==> src/rtl/console_scheduler.sv <==
// Text console RAM scheduler: display fetches at cx%8==5 with
// absolute priority, host writes queued in a 4-deep FIFO.
module console_scheduler #(
    parameter int COLS     = 80,
    parameter int ROWS     = 30,
    parameter int H_ACTIVE = 640,
    parameter int H_TOTAL  = 800,
    parameter int V_ACTIVE = 480,
    parameter int V_TOTAL  = 525
) (
    input  logic        clk_pixel,
    input  logic        reset_n,
    input  logic [9:0]  cx,
    input  logic [9:0]  cy,
    input  logic        host_valid,
    output logic        host_ready,
    input  logic [11:0] host_addr,
    input  logic [15:0] host_data,
    output logic [11:0] ram_addr,
    output logic        ram_we,
    output logic [15:0] ram_wdata,
    input  logic [15:0] ram_rdata,
    output logic [7:0]  character,
    output logic [7:0]  attribute,
    output logic        host_oob
);

    localparam logic [9:0]  HA8   = 10'(H_ACTIVE - 8);
    localparam logic [9:0]  HT3   = 10'(H_TOTAL - 3);
    localparam logic [9:0]  VA    = 10'(V_ACTIVE);
    localparam logic [9:0]  VT1   = 10'(V_TOTAL - 1);
    localparam logic [11:0] C12   = 12'(COLS);
    localparam logic [11:0] CELLS = 12'(COLS * ROWS);

    logic [9:0]  ny;
    logic        in_line;
    logic        eol;
    logic        fetch;
    logic [11:0] fetch_addr;

    logic        accept;
    logic        oob_hit;
    logic        push;
    logic        pop;

    logic [27:0] mem_q [4];
    logic [1:0]  wp_q, wp_d;
    logic [1:0]  rp_q, rp_d;
    logic [2:0]  count_q, count_d;
    logic        ready_q;
    logic        oob_q, oob_d;

    logic        f1_q, f2_q;
    logic [11:0] addr_q, addr_d;
    logic        we_q, we_d;
    logic [15:0] wdata_q, wdata_d;
    logic [7:0]  char_q, char_d;
    logic [7:0]  attr_q, attr_d;

    // Fetch decision and target cell address for the coming character cell.
    always_comb begin
        ny = (cy == VT1) ? 10'd0 : cy + 10'd1;
        in_line = (cx < HA8) && (cy < VA);
        eol = (cx == HT3) && (ny < VA);
        fetch = (cx[2:0] == 3'd5) && (in_line || eol);
        if (in_line) begin
            fetch_addr = 12'(cy[9:4]) * C12 + 12'(cx[9:3]) + 12'd1;
        end else begin
            fetch_addr = 12'(ny[9:4]) * C12;
        end
    end

    // Host FIFO bookkeeping; writes drain only in cycles with no fetch.
    always_comb begin
        accept  = host_valid && ready_q;
        oob_hit = accept && (host_addr >= CELLS);
        push    = accept && !oob_hit;
        pop     = !fetch && (count_q != 3'd0);
        wp_d    = push ? wp_q + 2'd1 : wp_q;
        rp_d    = pop ? rp_q + 2'd1 : rp_q;
        count_d = count_q + {2'b00, push} - {2'b00, pop};
        oob_d   = oob_q || oob_hit;
    end

    // RAM port mux and character/attribute capture.
    always_comb begin
        we_d    = 1'b0;
        addr_d  = addr_q;
        wdata_d = wdata_q;
        char_d  = char_q;
        attr_d  = attr_q;
        if (fetch) begin
            addr_d = fetch_addr;
        end else if (pop) begin
            we_d    = 1'b1;
            addr_d  = mem_q[rp_q][27:16];
            wdata_d = mem_q[rp_q][15:0];
        end
        if ((cx[2:0] == 3'd7) && f2_q) begin
            attr_d = ram_rdata[15:8];
            char_d = ram_rdata[7:0];
        end
    end

    // FIFO payload storage; needs no reset since count gates every read.
    always_ff @(posedge clk_pixel) begin
        if (push) begin
            mem_q[wp_q] <= {host_addr, host_data};
        end
    end

    // Control and output registers.
    always_ff @(posedge clk_pixel or negedge reset_n) begin
        if (!reset_n) begin
            wp_q    <= 2'd0;
            rp_q    <= 2'd0;
            count_q <= 3'd0;
            ready_q <= 1'b0;
            oob_q   <= 1'b0;
            f1_q    <= 1'b0;
            f2_q    <= 1'b0;
            addr_q  <= 12'd0;
            we_q    <= 1'b0;
            wdata_q <= 16'd0;
            char_q  <= 8'd0;
            attr_q  <= 8'd0;
        end else begin
            wp_q    <= wp_d;
            rp_q    <= rp_d;
            count_q <= count_d;
            ready_q <= (count_d < 3'd4);
            oob_q   <= oob_d;
            f1_q    <= fetch;
            f2_q    <= f1_q;
            addr_q  <= addr_d;
            we_q    <= we_d;
            wdata_q <= wdata_d;
            char_q  <= char_d;
            attr_q  <= attr_d;
        end
    end

    assign host_ready = ready_q;
    assign host_oob   = oob_q;
    assign ram_addr   = addr_q;
    assign ram_we     = we_q;
    assign ram_wdata  = wdata_q;
    assign character  = char_q;
    assign attribute  = attr_q;

endmodule

==> config.mk <==
export PLATFORM = sky130hd
export DESIGN_NAME = console_scheduler
export DESIGN_NICKNAME = d
export VERILOG_FILES = /design/src/rtl/console_scheduler.sv
export SDC_FILE = /design/constraint.sdc
export NUM_CORES = 1
export LEC_CHECK = 0
export ABC_AREA = 1
export CORE_UTILIZATION = 35
export CTS_BUF_LIST = sky130_fd_sc_hd__clkbuf_8
export CTS_CLUSTER_SIZE = 28
export DETAILED_ROUTE_END_ITERATION = 6
export GPL_ROUTABILITY_DRIVEN = 0
export SKIP_LAST_GASP = 1
export SYNTH_ARGS = -nofsm -noshare
export SYNTH_HDL_FRONTEND = slang
export SYNTH_SLANG_ARGS = --single-unit
==> constraint.sdc <==
create_clock -name clk_pixel -period 4.7 [get_ports clk_pixel]
set_input_delay 0.94 -clock clk_pixel [delete_from_list [all_inputs] [get_ports clk_pixel]]
set_output_delay 0.94 -clock clk_pixel [all_outputs]
set_load 0.01 [all_outputs]
==> flow_summary.yaml, run 1 <==
sta:
  setup_viol_count_final: 0
  worst_pin_slew_ns: 0.971
  setup_tns_ns: 0
  slew_headroom: 0.353
  final_hold_viol_count: 0
  fmax_mhz: 299
  fin_skew_ns: 0.0151
  slew_viol_final: 0
  rsz0062_at_grt: "false"
  period_share: 0.711
  fin_crit_ns: 3.34
  setup_slack_ns: 1.36
clocking:
  clock_latency_ns: 0.46
  cts_buffers: 17
  htree_levels: 4
  clkTransAtPathRegs_ns: 0.09
  post-cts-setup-buffers: 0
  cts-resized-gates: 0
  cts_buffer_depth: 2
  clock-root-buffer: "clkbuf_8"
  cts_tree: "built"
  hold_buffers: 0
  clkSinkCount: 168
setup_path:
  arrival_ns: 3.69
  critPathMaxFanout: 25
  endpoint_kind: "register"
  critPathLaunchType: "input port"
  critPathKind: "input port to register"
  cp.required_ns: 5.05
place:
  placed_area_sq_um: 9170
  dp_slack_ns: 0.867
  portBuffers: 113
  dpl.hpwl_mm: 10.8
  placedCellCount: 1055
cells_and_area:
  area_growth_syn_to_layout_pct: 23.7
  n_fill_cell: 2005
  fin_util: 0.447
  register_area_sq_um: 4770
  layoutNonFillerInstCount: 1087
  layout-drive-gt1-share: 0.144
  fin_area_sq_um: 9550
  multi_input_area_sq_um: 2650
  final_common_cell: "nand2_1"
  layout_common_cells: "nand2_1, clkdlybuf4s50_1, edfxtp_1"
  nets: 895
  diodes: 0
floorplanning:
  start_util: 0.361
  core_area_sq_um: 21400
  io_pins: 114
  dieArea_sq_um: 22700
  fp-row-count: 53
  die_h_microns: 151
  die_w_microns: 151
global_routing:
  grt_pass1_wl_mm: 25.9
  antenna_found_initial: 0
  grt_pass1_vias: 4961
  grtUsageTotal: 0.151
  grt_overflow: 0
  grt_max_degree: 59
detailed_routing:
  ant_nets: 0
  drt_first_pass_iters: 4
  vias: 5249
  drc: 0
  wl_mm: 16.5
  drtIter0Drc: 272
  wl_per_cell_microns: 15.2
  detail_route.vias_per_cell: 4.83
power:
  power_density_nw_per_um2: 498
  clock_power_share: 0.208
  p_comb_frac: 0.369
  peakVddDrop_v: 0.000199
  internal_power_mw: 3.08
  p_leak_nw: 3.77
  p_switching_mw: 1.68
  netSwitchingFraction: 0.353
  p_seq_frac: 0.423
run:
  drv_cap: 0
synthesis:
  ys_warn_count: 0
  yosys.cell_types.count: 37
  synth_fp_nets: 780
  netlist_area_sq_um: 7720
  yosysSeqAreaShare: 0.617
  postSynth.asyncResetShare: 0.333
  syn_inst: 684
  ys.flop_type: "edfxtp_1"
  synth-seq-cells: 168
  synth_edf_count: 112
  synth.avg_cell_area_sq_um: 11.3
hold_path:
  hp-class: "register to register"
status:
  status: "finished, final reports clean"
## cell families after synthesis
| group | count (synthesis) | synth area share |
|---|---|---|
| compound gates | 101 | 0.0872 |
| xor+xnor | 12 | 0.0136 |
| fa+ha+maj | 29 | 0.0499 |
| buf+inv | 81 | 0.0434 |
| flops | 168 | 0.617 |
| mux | 16 | 0.0233 |
| simple gates | 277 | 0.165 |
## area by class of cell
type,count,share of cell area
timing repair buffer,124,0.127
clock buffer,18,0.0259
tap,275,0.0360
sequential,168,0.499
inverter,53,0.0208
multi-input combinational,435,0.277
clock inverter,14,0.0140
## final timing paths
kind	cells after the start	start	end	slack [ns]
worst max-delay path	16	cy[4]	count_q[2]	1.36
worst min-delay path	0	f1_q	f2_q	0.35
worst max register to register	11	count_q[1]	count_q[2]	2.26
worst min register to register	0	f1_q	f2_q	0.35
max in group asynchronous	2	reset_n	attribute[7]	3.27
min in group asynchronous	1	reset_n	ram_wdata[2]	0.54
## state kept, by name, summed over array words and instances, names as in the netlist
name	count
attribute	8
character	8
count_q	3
f1_q	1
f2_q	1
host_oob	1
host_ready	1
mem_q	112
ram_addr	12
ram_wdata	16
ram_we	1
rp_q	2
wp_q	2
## layer usage
layer	GRT usage	wire length [microns]	up-vias
li1	-	-	2623
met4	0.0576	266	0
met5	0	0	-
met3	0.0309	993	22
met1	0.193	7460	2467
met2	0.250	7770	137
## synthesized netlist by cell type (4+ instances only)
master    instances  share of area
nor2_1           45          0.022
a32o_1           16          0.021
a21oi_1          22          0.014
ha_1             26          0.042
o22ai_1          12         0.0097
nand2_1         142          0.069
nand4_1          24          0.019
dfrtp_1          56           0.18
buf_2             7         0.0045
nand3b_1          4         0.0039
xor2_1            9          0.010
mux2_2           16          0.023
nand3_1          30          0.019
o21ai_2          17          0.019
inv_2             4         0.0019
nand2_2          15          0.012
clkbuf_1         17         0.0083
edfxtp_1        112           0.44
o21ai_0          30          0.019
inv_1            48          0.023
## worst max-delay path, stage by stage
cell,delay [ns]
clkdlybuf4s50_1,0.67
nand2_2,0.11
nor2_4,0.14
nand4_1,0.13
nand3_2,0.13
nand2_1,0.07
inv_2,0.07
nand2_4,0.16
nand3_4,0.11
inv_1,0.07
ha_1,0.27
inv_1,0.04
ha_1,0.18
fa_1,0.37
xor2_1,0.19
inv_1,0.06
## stage by stage
step / total power, mW / hold WS, ns
finish: 4.76 / 0.353
global route: 5.09 / 0.374
CTS: 4.83 / 0.354
detailed placement: 3.83 / 0.335
global placement: 3.81 / 0.334
floorplan: 3.13 / 0.331
## power by group through the flow
stage / combinational (mW) / clock [mW] / sequential [mW]
after floorplan: 1.05 / 0 / 2.08
after global placement: 1.76 / 0 / 2.05
after detailed placement: 1.78 / 0 / 2.05
after CTS: 1.79 / 1.03 / 2.02
after global routing: 1.97 / 1.08 / 2.05
final: 1.76 / 0.992 / 2.01
Power figures use the tool's default switching activity.
==> run 2, diff against run 1 <==
Clock period 4.7 ns to 2.9 ns, I/O delays scaled along.
==> run 2 against run 1 <==
Die area unchanged. Setup slack worse by 1.2 ns. Global-route usage up 0.27 points. Sequential share of layout area down 2.3 points. Final cell count up 4.7%. Flip-flop and latch count unchanged. Clock skew down 0.00079 ns. Critical path depth down 2. Critical endpoint is now ram_addr[11]. Largest cell class unchanged.
==> flow_summary.yaml, run 2 (synthesized netlist as in run 1, its figures left out) <==
status:
  status: "finished, final reports clean"
clocking:
  hold_buffers: 0
  cts_buffer_depth: 2
  cts_tree: "built"
  clkTransAtPathRegs_ns: 0.09
  htree_levels: 4
  clock_latency_ns: 0.45
  cts_buffers: 17
  clkSinkCount: 168
  clock-root-buffer: "clkbuf_8"
hold_path:
  hp-class: "input port to async pin"
place:
  dpl.hpwl_mm: 11.4
  portBuffers: 113
setup_path:
  arrival_ns: 3.04
  cp_common_cell: "nand2_1"
  cp_top_family: "adder cells"
  crit_buf_inv: 4
  startpoint: "cy[5]"
  critPathKind: "input port to register"
  endpoint_kind: "register"
  crit_chain: "clkdlybuf4s50_1 > buf_4 > ha_1 > ha_1 > inv_1 > fa_1 > inv_1 > nand2_1 > nor2_1 > nand4_1 > nand3_1 > nand2_1 > nand2_1 > nand3_1"
  cp.required_ns: 3.23
  max_stage_delay_ns: 0.48
  cpMaxStageDelayCell: "clkdlybuf4s50_1"
  reg2reg_from: "count_q[1]"
  critPathLaunchType: "input port"
  critPathMaxFanout: 4
sta:
  setup_tns_ns: 0
  slew_headroom: 0.566
  setup_viol_count_final: 0
  fin_skew_ns: 0.0144
  hold_slack_ns: 0.130
  fin_crit_ns: 2.71
  worst_pin_slew_ns: 0.649
  rsz0062_at_grt: "false"
  slew_viol_final: 0
  fmax_mhz: 370
  final_hold_viol_count: 0
  period_share: 0.933
floorplanning:
  die_w_microns: 151
  fp-row-count: 53
  core_area_sq_um: 21400
  die_h_microns: 151
  io_pins: 114
  start_util: 0.361
  dieArea_sq_um: 22700
detailed_routing:
  ant_nets: 0
  drtIter0Drc: 209
  vias: 5366
  drt_first_pass_iters: 4
  detail_route.vias_per_cell: 4.72
  wl_mm: 16.6
  wl_per_cell_microns: 14.6
  drc: 0
cells_and_area:
  largest_register_ffs: 112
  final_common_cell: "nand2_1"
  diodes: 0
  layout-drive-gt1-share: 0.197
  layout_common_cells: "nand2_1, edfxtp_1, clkdlybuf4s50_1"
  register_area_sq_um: 4770
  area_growth_syn_to_layout_pct: 29.6
  nets: 946
  multi_input_area_sq_um: 2660
  largest-register: "mem_q"
  n_fill_cell: 1956
global_routing:
  grt_overflow: 0
  grt_pass1_wl_mm: 26.5
  grt_max_degree: 59
  antenna_found_initial: 1
  grtUsageTotal: 0.153
  grt_pass1_vias: 5205
power:
  p_leak_nw: 4.05
  peakVddDrop_v: 0.000370
  power_density_nw_per_um2: 778
run:
  drv_cap: 0
run 2: cell count changes in the layout (fill, tap and decap cells not counted), sizes merged:
cell,change
clkinv,-1
clkdlybuf4s50,-2
dlymetal6s2s,+2
inv,+1
clkinvlp,+1
clkbuf,-1
buf,+51
run 2: path summary, 6_finish.rpt:
kind                       cells past startpoint  slack [ns]            end
max                                           14        0.19   ram_addr[11]
max in group asynchronous                      2        2.15        rp_q[0]
min in group clk_pixel                         0        0.35           f2_q
min reg2reg                                    0        0.35           f2_q
max reg2reg                                   10        0.60     count_q[2]
min                                            1        0.13  ram_wdata[14]
run 2: worst reg2reg max path: cells and delay by family, from the launching register on:
| family | cells | cell delay (ns) |
|---|---|---|
| adder cells (fa/ha/maj) | 3 | 0.82 |
| flip-flops | 1 | 0.41 |
| buffers and inverters | 4 | 0.37 |
| XOR/XNOR | 1 | 0.18 |
| AND/OR/NAND/NOR | 2 | 0.40 |
run 2: repair_timing:
| action | CTS | global route |
|---|---|---|
| hold endpoints to repair | 0 | 0 |
| buffers inserted | 0 | 0 |
| resized for setup | 0 | 7 |
| setup endpoints to repair | 0 | 2 |
run 2: area by class of cell:
cell class	instances	area share
multi-input combinational	435	0.266
inverter	53	0.0199
tap	275	0.0344
timing repair buffer	175	0.166
clock buffer	17	0.0234
sequential	168	0.477
clock inverter	15	0.0140
run 2: power by group:
part	switching [mW]	internal (mW)
Combinational	1.60	1.36
Clock	0.895	0.699
Sequential	0.216	3.01
Total	2.71	5.07
run 2: metrics by stage:
step,area [sq um],cells,power [mW],utilization,setup WS (ns)
finish,10000,1138,7.78,0.468,0.194
global route,10000,1138,8.34,0.468,0.0226
CTS,9990,1138,7.92,0.468,0.138
detailed placement,9610,1106,6.30,0.450,-0.355
global placement,9610,1106,6.25,0.450,-0.301
floorplan,7720,684,5.07,-,0.0449
run 2: per-layer routing:
layer | wire, microns | global-route usage | share of wire
met4 | 236 | 0.0510 | 0.014
met1 | 7580 | 0.193 | 0.46
met2 | 7980 | 0.262 | 0.48
met5 | 0 | 0 | 0
met3 | 785 | 0.0321 | 0.047
==> run 3, diff against run 2 <==
Settings changed: CELL_PAD_IN_SITES_DETAIL_PLACEMENT set to 2, CELL_PAD_IN_SITES_GLOBAL_PLACEMENT set to 2, CORE_UTILIZATION 35 to 33, PLACE_DENSITY_LB_ADDON set to 0.1.
==> run 3 against run 2 <==
Global-route usage rose by 3.4 points. Count of clock-buffer cells in the layout did not move. Register-to-register slack got worse by 0.24 ns. Via count rose by 6.5%. Critical path depth rose by 4. Sequential power barely moved. Flip-flop and latch count did not move. Design area rose by 1.9%. Largest power group unchanged.
==> flow_summary.yaml, run 3 (synthesized netlist as in run 1, its figures left out) <==
clocking:
  clock_latency_ns: 0.46
  cts_buffers: 17
  clock-root-buffer: "clkbuf_8"
  clkSinkCount: 168
  clkTransAtPathRegs_ns: 0.09
  htree_levels: 4
  cts_tree: "built"
  post-cts-setup-buffers: 0
  cts_buffer_depth: 2
setup_path:
  cpMaxStageDelayCell: "clkdlybuf4s50_1"
  cp_top_family: "adder cells"
  max_stage_delay_ns: 0.51
  critPathLaunchType: "input port"
  cp_common_cell: "nand2_1"
  crit_chain: "clkdlybuf4s50_1 > inv_1 > nor2_4 > nand2_1 > nand2_1 > nand2_1 > inv_2 > ha_1 > ha_1 > fa_1 > a21oi_2 > o21ai_1 > inv_1 > nand2_1 > nand3_1 > nand2_1 > nand2_1 > nand3_1"
  crit_buf_inv: 4
  arrival_ns: 3.16
  endpoint_kind: "register"
  critPathKind: "input port to register"
  critPathMaxFanout: 4
  cp.required_ns: 3.24
cells_and_area:
  fin_area_sq_um: 10200
  fin_util: 0.447
  layout_common_cells: "nand2_1, edfxtp_1, clkdlybuf4s50_1"
  largest-register: "mem_q"
  diodes: 0
  layout-drive-gt1-share: 0.206
  area_growth_syn_to_layout_pct: 32.0
  final_common_cell: "nand2_1"
  layoutNonFillerInstCount: 1181
  nets: 951
  n_fill_cell: 2373
  largest_register_ffs: 112
place:
  placedCellCount: 1149
  dpl.hpwl_mm: 15.7
  portBuffers: 113
  dp_slack_ns: -0.514
  placed_area_sq_um: 9700
global_routing:
  grt_pass1_vias: 6431
  grtUsageTotal: 0.188
  antenna_found_initial: 1
  grt_max_degree: 59
  grt_overflow: 0
  grt_pass1_wl_mm: 34.6
sta:
  fin_crit_ns: 2.82
  period_share: 0.971
  hold_slack_ns: 0.156
  setup_slack_ns: 0.0850
  slew_headroom: 0.534
  worst_pin_slew_ns: 0.699
  rsz0062_at_grt: "true"
  setup_tns_ns: 0
  setup_viol_count_final: 0
  fmax_mhz: 355
  slew_viol_final: 0
  fin_skew_ns: 0.0144
  final_hold_viol_count: 0
detailed_routing:
  detail_route.vias_per_cell: 4.84
  vias: 5715
  wl_met2_mm: 11.0
  wl_met1_mm: 9.37
  wl_per_cell_microns: 18.0
  top_layer_used: "met4"
  wl_mm: 21.3
  drt_first_pass_iters: 4
  met3_length_microns: 718
  drtIter0Drc: 163
  drc: 0
  ant_nets: 0
hold_path:
  hp-class: "input port to async pin"
floorplanning:
  die_w_microns: 155
  dieArea_sq_um: 24000
  die_h_microns: 155
  fp-row-count: 55
  io_pins: 114
  core_area_sq_um: 22800
  start_util: 0.339
power:
  peakVddDrop_v: 0.000373
  p_total_mw: 8.17
  power_density_nw_per_um2: 802
  p_leak_nw: 4.13
status:
  status: "finished, final reports clean"
run:
  drv_cap: 0
==> run 3: cell count changes in the layout (fill, tap and decap cells not counted), sizes merged <==
cell | previous run | this run
clkdlybuf4s50 | 110 | 104
clkinv | 4 | 8
dlygate4sd2 | 0 | 2
clkinvlp | 2 | 1
bufinv | 1 | 2
buf | 63 | 68
inv | 61 | 57
dlymetal6s2s | 2 | 6
==> run 3: cell type report <==
| class | count | area (sq um) | area share |
|---|---|---|---|
| inverters | 53 | 199 | 0.0195 |
| repair buffers | 180 | 1700 | 0.167 |
| flip-flops and latches | 168 | 4770 | 0.468 |
| well taps | 313 | 392 | 0.0384 |
| multi-input cells | 435 | 2690 | 0.264 |
| clock inverters | 15 | 208 | 0.0204 |
| clock buffers | 17 | 234 | 0.0230 |
==> run 3: repair_timing <==
item,4_1_cts,5_1_grt
setup endpoints to repair,1,3
pin swaps,0,1
endpoints found under the hold margin,0,0
gates resized for setup,2,15
cloned,0,0
hold buffers,0,0
==> run 3: final timing paths <==
kind / startpoint / to / slack, ns / depth (start not counted)
max: cy[0] / ram_addr[11] / 0.08 / 18
min: reset_n / ram_addr[9] / 0.16 / 1
max reg2reg: count_q[1] / count_q[2] / 0.36 / 10
min reg2reg: f1_q / f2_q / 0.37 / 0
max in group asynchronous: reset_n / ram_wdata[10] / 1.98 / 2
min in group clk_pixel: f1_q / f2_q / 0.37 / 0
==> run 3: worst register-to-register path, delay by kind of cell (launching register included) <==
kind	cells	cell delay [ns]
adders and majority gates	3	0.82
xor gates and xnor gates	1	0.20
and+or+nand+nor	2	0.53
DFF	1	0.42
buffers and inverters	4	0.45
==> run 3: per-layer routing <==
metal / vias to the layer above / GRT usage
met5: - / 0
met4: 0 / 0.0438
met3: 15 / 0.0320
met2: 106 / 0.343
met1: 2873 / 0.229
li1: 2721 / -
==> run 3: power by group <==
group / total, mW / switching [mW] / internal, mW
clock network: 1.79 / 0.968 / 0.820
registers: 3.25 / 0.236 / 3.01
logic: 3.13 / 1.75 / 1.38
